--- src/rtl/fir_out_fifo.sv ---
// Output buffer for the FIR datapath: optional 1-of-DECIM decimation feeding a
// show-ahead FIFO, with a sticky flag for samples lost while the buffer is full.
module fir_out_fifo #(
  parameter int N     = 16,
  parameter int DEPTH = 8,
  parameter int DECIM = 1
) (
  input  logic                     CLK,
  input  logic                     RST,
  input  logic                     EN,
  input  logic                     R_IN,
  input  logic [N-1:0]             D_IN,
  input  logic                     RD_EN,
  output logic                     R_OUT,
  output logic [N-1:0]             D_OUT,
  output logic                     FULL,
  output logic                     EMPTY,
  output logic                     OVF,
  output logic [$clog2(DEPTH):0]   COUNT
);

  localparam int AW = $clog2(DEPTH);
  localparam int CW = AW + 1;
  localparam int DW = (DECIM > 1) ? $clog2(DECIM) : 1;
  localparam logic [DW-1:0] DLAST = DW'(DECIM - 1);
  localparam logic [CW-1:0] CFULL = CW'(DEPTH);

  logic [N-1:0]  r_mem [DEPTH];
  logic [AW-1:0] r_wptr;
  logic [AW-1:0] r_rptr;
  logic [CW-1:0] r_count;
  logic [DW-1:0] r_dcnt;
  logic          r_ovf;

  logic w_full;
  logic w_empty;
  logic w_keep;
  logic w_pop;
  logic w_push;
  logic w_drop;

  // Handshake: the head transfers on a rising edge when R_OUT=1, RD_EN=1 and
  // EN=1; the source has no ready, so a kept sample arriving while full is dropped
  // unless a pop frees the slot in the same cycle.
  assign w_full  = (r_count == CFULL);
  assign w_empty = (r_count == '0);
  assign w_keep  = EN & R_IN & (r_dcnt == '0);
  assign w_pop   = EN & RD_EN & ~w_empty;
  assign w_push  = w_keep & (~w_full | w_pop);
  assign w_drop  = w_keep & w_full & ~w_pop;

  always_ff @(posedge CLK or posedge RST) begin
    if (RST) begin
      r_wptr  <= '0;
      r_rptr  <= '0;
      r_count <= '0;
      r_dcnt  <= '0;
      r_ovf   <= 1'b0;
    end else begin
      // Decimation phase advances on every enabled input, stored or dropped.
      if (EN & R_IN) begin
        r_dcnt <= (r_dcnt == DLAST) ? '0 : r_dcnt + DW'(1);
      end
      if (w_push) begin
        r_wptr <= r_wptr + AW'(1);
      end
      if (w_pop) begin
        r_rptr <= r_rptr + AW'(1);
      end
      case ({w_push, w_pop})
        2'b10:   r_count <= r_count + CW'(1);
        2'b01:   r_count <= r_count - CW'(1);
        default: r_count <= r_count;
      endcase
      if (w_drop) begin
        r_ovf <= 1'b1;
      end
    end
  end

  always_ff @(posedge CLK) begin
    if (w_push) begin
      r_mem[r_wptr] <= D_IN;
    end
  end

  assign R_OUT = ~w_empty;
  assign D_OUT = w_empty ? '0 : r_mem[r_rptr];
  assign FULL  = w_full;
  assign EMPTY = w_empty;
  assign OVF   = r_ovf;
  assign COUNT = r_count;

endmodule

--- config.mk ---
export PLATFORM = sky130hd
export DESIGN_NAME = fir_out_fifo
export DESIGN_NICKNAME = d
export VERILOG_FILES = /design/src/rtl/fir_out_fifo.sv
export SDC_FILE = /design/constraint.sdc
export NUM_CORES = 1
export LEC_CHECK = 0
export ABC_CLOCK_PERIOD_IN_PS = 6700
export BUFFER_PORTS_ARGS = -buffer_cell sky130_fd_sc_hd__buf_4
export CORE_UTILIZATION = 31
export DETAILED_ROUTE_END_ITERATION = 8
export GPL_ROUTABILITY_DRIVEN = 0
export PLACE_DENSITY_LB_ADDON = 0.2
export RECOVER_POWER = 100
export SYNTH_ARGS = -nofsm -noshare
export SYNTH_HDL_FRONTEND = slang
export SYNTH_SLANG_ARGS = --single-unit
--- constraint.sdc ---
create_clock -name CLK -period 6.7 [get_ports CLK]
set_input_delay 0.67 -clock CLK [delete_from_list [all_inputs] [get_ports CLK]]
set_output_delay 0.67 -clock CLK [all_outputs]
set_load 0.02 [all_outputs]
==> results of run 1 <==
## final cells by class
cell class / count / area, sq um
Multi-Input combinational cell: 114 / 1290
Timing Repair Buffer: 56 / 236
Tap cell: 225 / 282
Sequential cell: 139 / 4120
Clock buffer: 18 / 429
Inverter: 3 / 11.3
Clock inverter: 14 / 145
Fill cell: 1611 / 10800
## Yosys cell counts (all sizes together)
cell type  count  area share (%)
nor4b          1            0.43
xnor2          5            0.79
nand2         12            0.81
a41o           1            0.18
nor2          24             1.7
o31a           1            0.16
buf           11             1.6
nor4           1            0.23
mux2           2            0.54
dfrtp         11             5.0
o41ai          1            0.16
nor3           6            0.63
a21oi          1           0.090
mux4          32              13
nand2b         3            0.34
xor2           2            0.32
a22oi          1            0.23
inv            3            0.20
a21o           1            0.14
edfxtp       128              69
clkbuf         2            0.14
mux2i         17             3.1
ha             3            0.68
## worst paths after layout
kind / cells after the start / from / endpoint / slack [ns]
setup / recovery: 4 / COUNT[1] / D_OUT[1] / 3.57
max in group asynchronous: 2 / RST / r_rptr[0] / 6.09
hold / removal: 2 / RST / COUNT[3] / 0.27
min in group CLK: 1 / OVF / OVF / 0.46
hold reg to reg: 1 / OVF / OVF / 0.46
setup reg to reg: 5 / COUNT[1] / r_mem[6][8] / 3.79
## layer usage
layer / up-vias / GRT usage [%] / part of all wire [%]
li1: 1212 / - / -
met5: - / 0 / 0
met1: 1370 / 16.6 / 46
met4: 0 / 5.62 / 1.3
met2: 38 / 20.9 / 50
met3: 10 / 3.40 / 2.5
## stage by stage
step / utilization, % / area (sq um) / power [mW] / cells / hold slack, ns
floorplan: - / 5540 / 1.76 / 269 / 0.484
global placement: 35.5 / 6160 / 2.06 / 537 / 0.452
detailed placement: 35.5 / 6160 / 2.07 / 537 / 0.457
CTS: 38.8 / 6730 / 2.98 / 569 / 0.273
global route: 37.5 / 6510 / 2.96 / 569 / 0.307
finish: 37.5 / 6510 / 2.81 / 569 / 0.273
## worst max-delay path, stage by stage, from the launching register on
cell                       delay (ns)
sky130_fd_sc_hd__dfrtp_1         0.51
sky130_fd_sc_hd__nor4_4          0.28
sky130_fd_sc_hd__clkbuf_1        0.89
sky130_fd_sc_hd__nor2_1          0.15
sky130_fd_sc_hd__clkbuf_1        0.22
## flip-flops by register name (all words and copies together) (netlist names)
| register | cells |
|---|---|
| r_mem | 128 |
| r_rptr | 3 |
| r_wptr | 3 |
| OVF | 1 |
| COUNT | 4 |
## power groups by stage
stage | Sequential, mW | Combinational (mW) | Clock [mW]
6_report | 1.08 | 0.827 | 0.901
4_1_cts | 1.09 | 0.966 | 0.925
5_1_grt | 1.09 | 0.907 | 0.964
2_1_floorplan | 1.10 | 0.663 | 0
3_5_place_dp | 1.11 | 0.962 | 0
3_3_place_gp | 1.10 | 0.955 | 0
## cell families after synthesis
kind of cell | Yosys count | share of synthesized area, %
fa+ha+maj | 3 | 0.678
simple gates | 47 | 4.16
mux | 51 | 16.7
xor+xnor | 7 | 1.11
buf+inv | 16 | 1.99
flops | 139 | 74.4
compound gates | 6 | 0.949
==> metrics.log, run 1 <==
INFO  metric run_status = completed
INFO  metric p_per_area = 432 nW/um^2
INFO  metric fp.dieH = 136 microns
INFO  metric wl = 10900 microns
INFO  metric setup_ws = 3.57 ns
INFO  metric vias_per_cell = 4.62
INFO  metric p_leak = 2.13 nW
INFO  metric worst_clock_skew = 0.00567 ns
INFO  metric route.vias.total = 2630
INFO  metric synthesis.nets = 293
INFO  metric grt.overflow.total = 0
INFO  metric synthesis.area = 5540 sq um
INFO  metric maximum_clock_path_buffer_count = 2
INFO  metric clock_power_share = 32.0%
INFO  metric first_pass_iters = 4
INFO  metric grt_setup_unrepaired = false
INFO  metric drc = 0
INFO  metric register_area_share_after_synthesis = 74.4%
INFO  metric post_synth_inst_count = 269
INFO  metric detailedRoute.firstIterationViolations = 90
INFO  metric cts.hold.buffers_added = 0
INFO  metric timing.max_slew.rel_slack = 5.61%
INFO  metric start_util = 31.9%
INFO  metric fraction_of_final_layout_cells_sized_beyond_drive_strength_1 = 20.6%
INFO  metric cts-root-buf = sky130_fd_sc_hd__clkbuf_16
INFO  metric p_comb_share = 29.4%
INFO  metric clock_insertion_delay_worst_skew = 0.41 ns
INFO  metric largest_net_degree_at_the_start_of_global_routing = 35
INFO  metric crit_path_end_kind = primary output
INFO  metric path_class = reg2out
INFO  metric timing.hold.worst.class = in2async
INFO  metric cts_h_tree_depth = 4
INFO  metric worstPathRequired = 6.03 ns
INFO  metric synth_area_per_cell = 20.6 sq um
INFO  metric p_int = 1.91 mW
INFO  metric clkSinkCount = 139
INFO  metric final_min_period_over_clock_period = 46.7%
INFO  metric grt_util_all_layers = 13.0%
INFO  metric final.min_clock_period = 3.13 ns
INFO  metric synthesis.yosys.warnings = 0
INFO  metric port-buffer-count = 44
INFO  metric num_io_pins = 45
INFO  metric area_growth_syn_to_layout = 17.7%
INFO  metric detail_route_antenna_nets = 0
INFO  metric worst_setup_path_start_kind = register
INFO  metric finalHoldViolCount = 0
INFO  metric mostFrequentLayoutCell = sky130_fd_sc_hd__edfxtp_1
INFO  metric post_cts.repair.setup_buffers = 0
INFO  metric synthDistinctLibCells = 28
INFO  metric dp.final_hpwl = 5840 microns
INFO  metric max-vdd-ir-drop = 0.000223 V
INFO  metric ys_ff_latch = 139
INFO  metric switching_share = 31.9%
INFO  metric setup_viol = 0
INFO  metric fmaxAchievable = 0.320 GHz
INFO  metric floorplan.die.width = 136 microns
INFO  metric commonest_cells_after_routing_fill_and_taps_aside = 128 x sky130_fd_sc_hd__edfxtp_1, 50 x sky130_fd_sc_hd__clkbuf_1, 31 x sky130_fd_sc_hd__mux4_2, 23 x sky130_fd_sc_hd__nor2_1
INFO  metric avgRoutedWirePerCell = 19.2 microns
INFO  metric final-max-slew-violation-count = 0
INFO  metric cts_resized = 0
INFO  metric number_of_cell_rows = 48
INFO  metric tritoncts = done
INFO  metric path_clk_slew = 0.05 ns
INFO  metric core_region_area = 17400 sq um
INFO  metric antenna_found_initial = 0
INFO  metric total_switching_power = 898 uW
INFO  metric worstPathArrival = 2.46 ns
INFO  metric finalNetCount = 355
INFO  metric power_frac_seq = 38.6%
INFO  metric grt_first_pass_wirelength = 16800 microns
INFO  metric total_neg_setup_slack = 0 ns
INFO  metric tightest_slew = 1.42 ns
INFO  metric critical_path_peak_fanout = 20
INFO  metric insertedDiodeCount = 0
INFO  metric number_of_global_route_vias_before_repair = 2866
INFO  metric tritoncts.num_buffers = 17
INFO  metric die-area = 18400 sq um
INFO  metric placement.setup.worst_slack = 4.05 ns
INFO  metric maxCapViolations = 0
Note: power is estimated with default switching activity, not from simulation.
==> run 2, diff against run 1 <==
--- a/config.mk
+++ b/config.mk
@@ -5,7 +5,8 @@
 export SDC_FILE = /design/constraint.sdc
 export NUM_CORES = 1
 export LEC_CHECK = 0
-export ABC_CLOCK_PERIOD_IN_PS = 6700
+export ABC_AREA = 1
+export ABC_CLOCK_PERIOD_IN_PS = 2750
 export BUFFER_PORTS_ARGS = -buffer_cell sky130_fd_sc_hd__buf_4
 export CORE_UTILIZATION = 31
 export DETAILED_ROUTE_END_ITERATION = 8
==> constraint.sdc (replaced) <==
create_clock -name CLK -period 2.75 [get_ports CLK]
set_input_delay 0.275 -clock CLK [delete_from_list [all_inputs] [get_ports CLK]]
set_output_delay 0.275 -clock CLK [all_outputs]
set_load 0.02 [all_outputs]
==> run 2 against run 1 <==
  * The run now ends with design-rule violations left
  * Via count grew 41%
  * Largest power group is now combinational logic
  * Die area grew 3.7%
  * Synthesized area grew 3.8%
  * Synthesized cell count grew 69%
  * Highest routed layer unchanged
  * Non-clock buffer count grew 11
  * Sequential cell count is the same
  * Largest cell class unchanged
  * Sequential share of layout area shrank 2.6 points
  * Core utilization is essentially flat
  * Clock power grew 140%
  * Critical path type unchanged
  * Critical path depth grew 2
  * Cell area grew 4.3%
  * Clock skew shrank 0.0010 ns
==> metrics.log, run 2 <==
INFO  metric stdcell_area = 6800 sq um (was 6510 sq um)
INFO  metric total_switching_power = 2.80 mW (was 898 uW)
INFO  metric synth-edff-count = 128 (unchanged)
INFO  metric register_area_share_after_synthesis = 71.7% (was 74.4%)
INFO  metric hold-path-cell-count = 3
INFO  metric p_comb_share = 36.1% (was 29.4%)
INFO  metric num-fill-cells = 1732 (was 1611)
INFO  metric final-max-slew-violation-count = 0 (unchanged)
INFO  metric post_synth_most_frequent_cells = 133 x sky130_fd_sc_hd__nor2_1, 128 x sky130_fd_sc_hd__edfxtp_1, 33 x sky130_fd_sc_hd__o21ai_0, 32 x sky130_fd_sc_hd__o32ai_1, 21 x sky130_fd_sc_hd__nand2_1 (was 128 x sky130_fd_sc_hd__edfxtp_1, 31 x sky130_fd_sc_hd__mux4_2, 22 x sky130_fd_sc_hd__nor2_1, 17 x sky130_fd_sc_hd__mux2i_1, 12 x sky130_fd_sc_hd__nand2_1)
INFO  metric flip_flop_count_of_the_largest_register_after_layout = 128 (unchanged)
INFO  metric path_class = reg2out (unchanged)
INFO  metric antenna_found_initial = 0 (unchanged)
INFO  metric maximum_clock_path_buffer_count = 2 (unchanged)
INFO  metric setup_viol = 0 (unchanged)
INFO  metric commonest_cells_after_routing_fill_and_taps_aside = 135 x sky130_fd_sc_hd__nor2_1, 128 x sky130_fd_sc_hd__edfxtp_1, 37 x sky130_fd_sc_hd__o21ai_0, 36 x sky130_fd_sc_hd__clkbuf_1, 32 x sky130_fd_sc_hd__o32ai_1 (was 128 x sky130_fd_sc_hd__edfxtp_1, 50 x sky130_fd_sc_hd__clkbuf_1, 31 x sky130_fd_sc_hd__mux4_2, 23 x sky130_fd_sc_hd__nor2_1)
INFO  metric worst_clock_skew = 0.00466 ns (was 0.00567 ns)
INFO  metric regToRegEndpoint = r_mem[4][6] (was r_mem[6][8])
INFO  metric number_of_cell_rows = 49 (was 48)
INFO  metric max-vdd-ir-drop = 0.000409 V (was 0.000223 V)
INFO  metric fp.dieH = 138 microns (was 136 microns)
INFO  metric layout.area.seq = 4120 sq um (unchanged)
INFO  metric first_pass_iters = 6 (was 4)
INFO  metric final_min_period_over_clock_period = 89.0%
INFO  metric floorplan.die.width = 138 microns (was 136 microns)
INFO  metric grt.overflow.total = 0 (unchanged)
INFO  metric synthDistinctLibCells = 27 (was 28)
INFO  metric crit_path_end_kind = primary output (unchanged)
INFO  metric num_io_pins = 45 (unchanged)
INFO  metric tightest_slew = 0.768 ns (was 1.42 ns)
INFO  metric ys_ff_latch = 139 (unchanged)
INFO  metric path_clk_slew = 0.06 ns (was 0.05 ns)
INFO  metric post_synth_inst_count = 455 (was 269)
INFO  metric worst_setup_path_start_kind = register (unchanged)
INFO  metric synth_ff_type = sky130_fd_sc_hd__edfxtp_1 (unchanged)
INFO  metric detailedRoute.firstIterationViolations = 193 (was 90)
INFO  metric die-area = 19100 sq um (was 18400 sq um)
INFO  metric number_of_global_route_vias_before_repair = 3683 (was 2866)
INFO  metric power_frac_seq = 35.5% (was 38.6%)
INFO  metric clkSinkCount = 139 (unchanged)
INFO  metric grt_util_all_layers = 14.1% (was 13.0%)
INFO  metric reg2reg_setup_slack = 0.34 ns (was 3.79 ns)
INFO  metric insertedDiodeCount = 0 (unchanged)
INFO  metric multiInputGateArea = 1380 sq um (was 1290 sq um)
INFO  metric finalNetCount = 539 (was 355)
INFO  metric finalHoldViolCount = 0 (unchanged)
INFO  metric largest_net_degree_at_the_start_of_global_routing = 50 (was 35)
INFO  metric hold_ep = OVF
INFO  metric timing.hold.worst.class = in2reg (was in2async)
INFO  metric switching_share = 37.2% (was 31.9%)
INFO  metric cts_resized = 0 (unchanged)
INFO  metric post-synth-top-count-cell = sky130_fd_sc_hd__nor2_1 (was sky130_fd_sc_hd__edfxtp_1)
INFO  metric largest_register_by_flop_count = r_mem (unchanged)
INFO  metric total_neg_setup_slack = 0 ns (unchanged)
INFO  metric violations = design-rule violations
INFO  metric post_synth_main_area_contributors = sky130_fd_sc_hd__edfxtp_1 67%, sky130_fd_sc_hd__nor2_1 8.7%, sky130_fd_sc_hd__o32ai_1 4.9% (was sky130_fd_sc_hd__edfxtp_1 69%, sky130_fd_sc_hd__mux4_2 13%, sky130_fd_sc_hd__dfrtp_1 5.0%)
INFO  metric tritoncts = done (unchanged)
INFO  metric maxCapViolations = 0 (unchanged)
INFO  metric area_growth_syn_to_layout = 18.3% (was 17.7%)
INFO  metric timing.max_slew.rel_slack = 48.8% (was 5.61%)
INFO  metric synth_area_per_cell = 12.6 sq um (was 20.6 sq um)
INFO  metric dp.final_hpwl = 8060 microns (was 5840 microns)
INFO  metric run_status = finished, violations left (was completed)
INFO  metric port-buffer-count = 44 (unchanged)
INFO  metric critical_path.reg2reg.startpoint = COUNT[0] (was COUNT[1])
INFO  metric top_cell_type_s_share_of_synthesized_area = 66.9% (was 69.4%)
INFO  metric finalHoldWorstSlack = 0.173 ns (was 0.273 ns)
INFO  metric detail_route_antenna_nets = 0 (unchanged)
INFO  metric worstPathRequired = 2.48 ns (was 6.03 ns)
INFO  metric drc = 8 (was 0)
INFO  metric p_per_area = 1110 nW/um^2 (was 432 nW/um^2)
INFO  metric avgRoutedWirePerCell = 17.0 microns (was 19.2 microns)
INFO  metric final.min_clock_period = 2.45 ns
INFO  metric vias_per_cell = 4.89 (was 4.62)
INFO  metric postSynth.asyncResetShare = 7.91% (unchanged)
INFO  metric grt_first_pass_wirelength = 20000 microns (was 16800 microns)
INFO  metric tritoncts.num_buffers = 17 (unchanged)
INFO  metric start_util = 31.8% (was 31.9%)
INFO  metric cts-root-buf = sky130_fd_sc_hd__clkbuf_16 (unchanged)
INFO  metric synthesis.yosys.warnings = 0 (unchanged)
INFO  metric placed_area = 6410 sq um (was 6160 sq um)
INFO  metric clock_insertion_delay_worst_skew = 0.41 ns (about the same)
INFO  metric worstRegToRegCells = 8 (was 5)
INFO  metric synthesis.area = 5750 sq um (was 5540 sq um)
INFO  metric route.vias.total = 3700 (was 2630)
INFO  metric critical_path_peak_fanout = 49 (was 20)
INFO  metric fmaxAchievable = 0.408 GHz
INFO  metric fraction_of_final_layout_cells_sized_beyond_drive_strength_1 = 14.2% (was 20.6%)
INFO  metric mostFrequentLayoutCell = sky130_fd_sc_hd__nor2_1 (was sky130_fd_sc_hd__edfxtp_1)
INFO  metric grt_setup_unrepaired = false (unchanged)
INFO  metric cts_h_tree_depth = 4 (unchanged)
INFO  metric clock_power_share = 28.4% (was 32.0%)
INFO  metric core_region_area = 18100 sq um (was 17400 sq um)
INFO  metric p_int = 4.74 mW (was 1.91 mW)
INFO  metric p_leak = 2.38 nW (was 2.13 nW)
INFO  metric wl = 12800 microns (was 10900 microns)
INFO  metric synthesis.nets = 479 (was 293)
INFO  metric worstPathArrival = 2.17 ns (was 2.46 ns)
INFO  metric post-synth-top-area-cell = sky130_fd_sc_hd__edfxtp_1 (unchanged)
INFO  metric hold_start = EN
==> run 2: cell types whose count changed in the layout (fill, tap and decap cells not counted), moves of 15 or more <==
cell	delta
sky130_fd_sc_hd__buf_4	+15
sky130_fd_sc_hd__mux2i_1	-17
sky130_fd_sc_hd__mux4_2	-31
sky130_fd_sc_hd__nor2_1	+112
sky130_fd_sc_hd__o21ai_0	+37
sky130_fd_sc_hd__o32ai_1	+32
==> run 2: worst max-delay path by stage <==
stage / from / to / slack, ns / cells after the start
floorplan: COUNT[0] / r_mem[1][0] / 0.58 / 8
global placement: COUNT[0] / r_mem[2][8] / 0.74 / 8
detailed placement: COUNT[0] / r_mem[2][11] / 0.71 / 8
CTS: r_rptr[0] / D_OUT[9] / 0.32 / 7
global route: COUNT[0] / r_mem[4][11] / 0.11 / 8
finish: r_rptr[1] / D_OUT[15] / 0.30 / 6
==> run 2: cells by family after synthesis <==
logic type	Yosys count	synth area share [%]
AOI/OAI and AO/OA	86	9.73
xor gates and xnor gates	6	0.915
adders and majority gates	3	0.653
buffers and inverters	44	3.70
DFF	139	71.7
muxes	1	0.196
and+or+nand+nor	176	13.1
==> run 2: cell type report <==
| class | count | area share (%) |
|---|---|---|
| tap | 229 | 4.22 |
| clock inverter | 13 | 1.88 |
| inverter | 18 | 1.01 |
| multi-input combinational | 272 | 20.3 |
| clock buffer | 19 | 6.37 |
| sequential | 139 | 60.6 |
| timing repair buffer | 67 | 5.63 |
==> run 2: timing repair <==
item	in CTS	in global routing
endpoints found under the hold margin	11	0
hold buffers	1	0
setup buffers	0	0
==> run 2: power by group through the flow <==
stage          Combinational (mW)  Sequential, mW  Clock, mW
2_1_floorplan                1.95            2.71          0
3_3_place_gp                 2.94            2.72          0
4_1_cts                      2.98            2.68       2.18
6_report                     2.72            2.68       2.15
5_1_grt                      3.01            2.70       2.27
3_5_place_dp                 2.97            2.72          0
==> run 2: critical path: stages (launching register included) <==
cell and delay (ns):
sky130_fd_sc_hd__dfrtp_1 0.69, sky130_fd_sc_hd__buf_12 0.30, sky130_fd_sc_hd__o21ai_0 0.13, sky130_fd_sc_hd__o32ai_1 0.13
sky130_fd_sc_hd__o21ai_1 0.09, sky130_fd_sc_hd__nor2_1 0.14, sky130_fd_sc_hd__clkbuf_1 0.24
==> run 2: stage by stage <==
step | power [mW] | cells | worst slack (ns) | utilization, %
6_report | 7.54 | 757 | 0.301 | 37.6
5_1_grt | 7.99 | 757 | 0.108 | 37.6
4_1_cts | 7.84 | 757 | 0.320 | 38.6
3_5_place_dp | 5.69 | 724 | 0.706 | 35.4
3_3_place_gp | 5.66 | 724 | 0.740 | 35.4
2_1_floorplan | 4.66 | 455 | 0.578 | -
==> run 2: routing by layer <==
layer  track usage, %  vias up  part of all wire (%)
met3             3.53       19                   3.7
met5                0        -                     0
met2             23.7       88                    50
met4             5.50        0                   1.5
li1                 -     1758                     -
met1             17.4     1835                    45
==> run 3, diff against run 2 <==
--- a/config.mk
+++ b/config.mk
@@ -5,7 +5,6 @@
 export SDC_FILE = /design/constraint.sdc
 export NUM_CORES = 1
 export LEC_CHECK = 0
-export ABC_AREA = 1
 export ABC_CLOCK_PERIOD_IN_PS = 2750
 export BUFFER_PORTS_ARGS = -buffer_cell sky130_fd_sc_hd__buf_4
 export CORE_UTILIZATION = 31
==> run 3 against run 2 <==
  * The flow now finishes without violations
  * Clock skew grew 0.0053 ns
  * Sequential cell count unchanged
  * Via count decreased by 29%
  * Count of clock-buffer cells in the layout shrank 2
  * Register-to-register slack got worse by 0.08 ns
  * Global-route usage fell by 1.4 points
  * First-iteration DRC count is 17% lower
  * Combinational power shrank 24%
  * Cell count decreased by 25%
  * Total power down 4.5%
  * Sequential power is essentially flat
  * Core utilization up 0.71 points
  * Largest power group is now sequential cells
==> metrics.log, run 3 (synthesized netlist as in run 1, its figures left out) <==
INFO  metric grt_setup_unrepaired = false (unchanged)
INFO  metric antenna_found_initial = 0 (unchanged)
INFO  metric timing.hold.worst.class = in2reg (unchanged)
INFO  metric detail_route.wirelength.met1 = 4820 microns (was 5780 microns)
INFO  metric grt_util_all_layers = 12.7% (was 14.1%)
INFO  metric worstPathArrival = 2.28 ns (was 2.17 ns)
INFO  metric cts_resized = 0 (unchanged)
INFO  metric fmaxAchievable = 0.392 GHz (was 0.408 GHz)
INFO  metric setup_ws = 0.199 ns (was 0.301 ns)
INFO  metric final_core_utilization = 38.3% (was 37.6%)
INFO  metric fraction_of_final_layout_cells_sized_beyond_drive_strength_1 = 27.2% (was 14.2%)
INFO  metric routed.top_layer = met4 (unchanged)
INFO  metric critical_path_peak_fanout = 25 (was 49)
INFO  metric final_min_period_over_clock_period = 92.8% (was 89.0%)
INFO  metric area_growth_syn_to_layout = 20.0% (was 18.3%)
INFO  metric drc = 0 (was 8)
INFO  metric cts_h_tree_depth = 4 (unchanged)
INFO  metric grt.overflow.total = 0 (unchanged)
INFO  metric p_leak = 2.25 nW (was 2.38 nW)
INFO  metric route.vias.total = 2632 (was 3700)
INFO  metric number_of_global_route_vias_before_repair = 2727 (was 3683)
INFO  metric mostFrequentLayoutCell = sky130_fd_sc_hd__edfxtp_1 (was sky130_fd_sc_hd__nor2_1)
INFO  metric insertedDiodeCount = 0 (unchanged)
INFO  metric tritoncts = done (unchanged)
INFO  metric flip_flop_count_of_the_largest_register_after_layout = 128 (unchanged)
INFO  metric start_util = 31.9% (was 31.8%)
INFO  metric finalHoldViolCount = 0 (unchanged)
INFO  metric max-vdd-ir-drop = 0.000408 V (was 0.000409 V)
INFO  metric port-buffer-count = 44 (unchanged)
INFO  metric die-area = 18400 sq um (was 19100 sq um)
INFO  metric number_of_cell_rows = 48 (was 49)
INFO  metric maxCapViolations = 0 (unchanged)
INFO  metric setup_viol = 0 (unchanged)
INFO  metric num_io_pins = 45 (unchanged)
INFO  metric final.min_clock_period = 2.55 ns (was 2.45 ns)
INFO  metric clock_insertion_delay_worst_skew = 0.41 ns (about the same)
INFO  metric tritoncts.num_buffers = 17 (unchanged)
INFO  metric timing.max_slew.rel_slack = 39.9% (was 48.8%)
INFO  metric worst_clock_skew = 0.00992 ns (was 0.00466 ns)
INFO  metric maximum_clock_path_buffer_count = 2 (unchanged)
INFO  metric placement.setup.worst_slack = 0.581 ns (was 0.706 ns)
INFO  metric tightest_slew = 0.889 ns (was 0.768 ns)
INFO  metric wl_met2 = 5250 microns (was 6390 microns)
INFO  metric switching_share = 30.4% (was 37.2%)
INFO  metric path_class = reg2out (unchanged)
INFO  metric num-fill-cells = 1581 (was 1732)
INFO  metric run_status = completed (was finished, violations left)
INFO  metric dp.final_hpwl = 6080 microns (was 8060 microns)
INFO  metric detail_route_antenna_nets = 0 (unchanged)
INFO  metric total_neg_setup_slack = 0 ns (unchanged)
INFO  metric largest_net_degree_at_the_start_of_global_routing = 35 (was 50)
INFO  metric detailedRoute.firstIterationViolations = 160 (was 193)
INFO  metric cts-root-buf = sky130_fd_sc_hd__clkbuf_16 (unchanged)
INFO  metric post_cts.repair.setup_buffers = 0 (unchanged)
INFO  metric first_pass_iters = 4 (was 6)
INFO  metric grt_first_pass_wirelength = 16200 microns (was 20000 microns)
INFO  metric power_frac_seq = 37.1% (was 35.5%)
INFO  metric crit_path_end_kind = primary output (unchanged)
INFO  metric wl = 10700 microns (was 12800 microns)
INFO  metric total_switching_power = 2.19 mW (was 2.80 mW)
INFO  metric vias_per_cell = 4.62 (was 4.89)
INFO  metric worst_setup_path_start_kind = register (unchanged)
INFO  metric p_per_area = 1080 nW/um^2 (was 1110 nW/um^2)
INFO  metric core_region_area = 17400 sq um (was 18100 sq um)
INFO  metric cts.hold.buffers_added = 1 (unchanged)
INFO  metric sum_of_internal_switching_and_leakage_power = 7.20 mW (was 7.54 mW)
INFO  metric avgRoutedWirePerCell = 18.8 microns (was 17.0 microns)
INFO  metric final-max-slew-violation-count = 0 (unchanged)
INFO  metric clkSinkCount = 139 (unchanged)
INFO  metric path_clk_slew = 0.06 ns (about the same)
INFO  metric floorplan.die.width = 136 microns (was 138 microns)
INFO  metric commonest_cells_after_routing_fill_and_taps_aside = 128 x sky130_fd_sc_hd__edfxtp_1, 31 x sky130_fd_sc_hd__mux4_2, 29 x sky130_fd_sc_hd__clkbuf_1, 24 x sky130_fd_sc_hd__nor2_1 (was 135 x sky130_fd_sc_hd__nor2_1, 128 x sky130_fd_sc_hd__edfxtp_1, 37 x sky130_fd_sc_hd__o21ai_0, 36 x sky130_fd_sc_hd__clkbuf_1, 32 x sky130_fd_sc_hd__o32ai_1)
INFO  metric p_comb_share = 28.6% (was 36.1%)
INFO  metric route.met3.wl = 475 microns (was 471 microns)
INFO  metric clock_power_share = 34.3% (was 28.4%)
INFO  metric largest_register_by_flop_count = r_mem (unchanged)
INFO  metric fp.dieH = 136 microns (was 138 microns)
INFO  metric worstPathRequired = 2.48 ns (about the same)
INFO  metric p_int = 5.01 mW (was 4.74 mW)
INFO  metric finalNetCount = 356 (was 539)
[run 3: stage by stage]
step | std cells | hold WS [ns] | cell area (sq um)
after global routing | 570 | 0.124 | 6640
after CTS | 570 | 0.0693 | 6830
after floorplan | 269 | 0.127 | 5540
final | 570 | 0.134 | 6640
after detailed placement | 537 | 0.336 | 6170
after global placement | 537 | 0.331 | 6170
[run 3: worst paths after layout]
path	start	to	slack, ns	cells after the start
max	r_rptr[0]	D_OUT[7]	0.20	5
min	EN	OVF	0.13	2
max reg2reg	COUNT[0]	r_mem[4][2]	0.26	5
min reg2reg	OVF	OVF	0.46	1
max in group asynchronous	RST	r_rptr[0]	1.99	3
min in group asynchronous	RST	COUNT[3]	0.42	3
[run 3: power groups by stage]
stage | Sequential (mW) | Clock, mW | Combinational [mW]
2_1_floorplan | 2.69 | 0 | 1.61
3_3_place_gp | 2.74 | 0 | 2.32
3_5_place_dp | 2.75 | 0 | 2.33
4_1_cts | 2.71 | 2.52 | 2.34
5_1_grt | 2.70 | 2.60 | 2.24
6_report | 2.67 | 2.47 | 2.06
[run 3: worst max-delay path: stages, from the launching register on]
cell,delay (ns)
sky130_fd_sc_hd__dfrtp_2,0.59
sky130_fd_sc_hd__buf_12,0.28
sky130_fd_sc_hd__mux4_2,0.55
sky130_fd_sc_hd__mux2i_1,0.22
sky130_fd_sc_hd__nor2_1,0.06
sky130_fd_sc_hd__buf_2,0.16
[run 3: cell type report]
type | count | area [sq um] | share of cell area [%]
Timing Repair Buffer | 57 | 304 | 4.58
Sequential cell | 139 | 4120 | 62.0
Clock buffer | 17 | 425 | 6.40
Multi-Input combinational cell | 114 | 1280 | 19.3
Tap cell | 225 | 282 | 4.24
Inverter | 3 | 11.3 | 0.169
Clock inverter | 15 | 220 | 3.31
[run 3: layer usage]
metal  global-route usage [%]  vias to the layer above
li1                         -                     1213
met1                     16.4                     1350
met2                     19.8                       53
met3                     3.55                       16
met4                     5.99                        0
met5                        0                        -
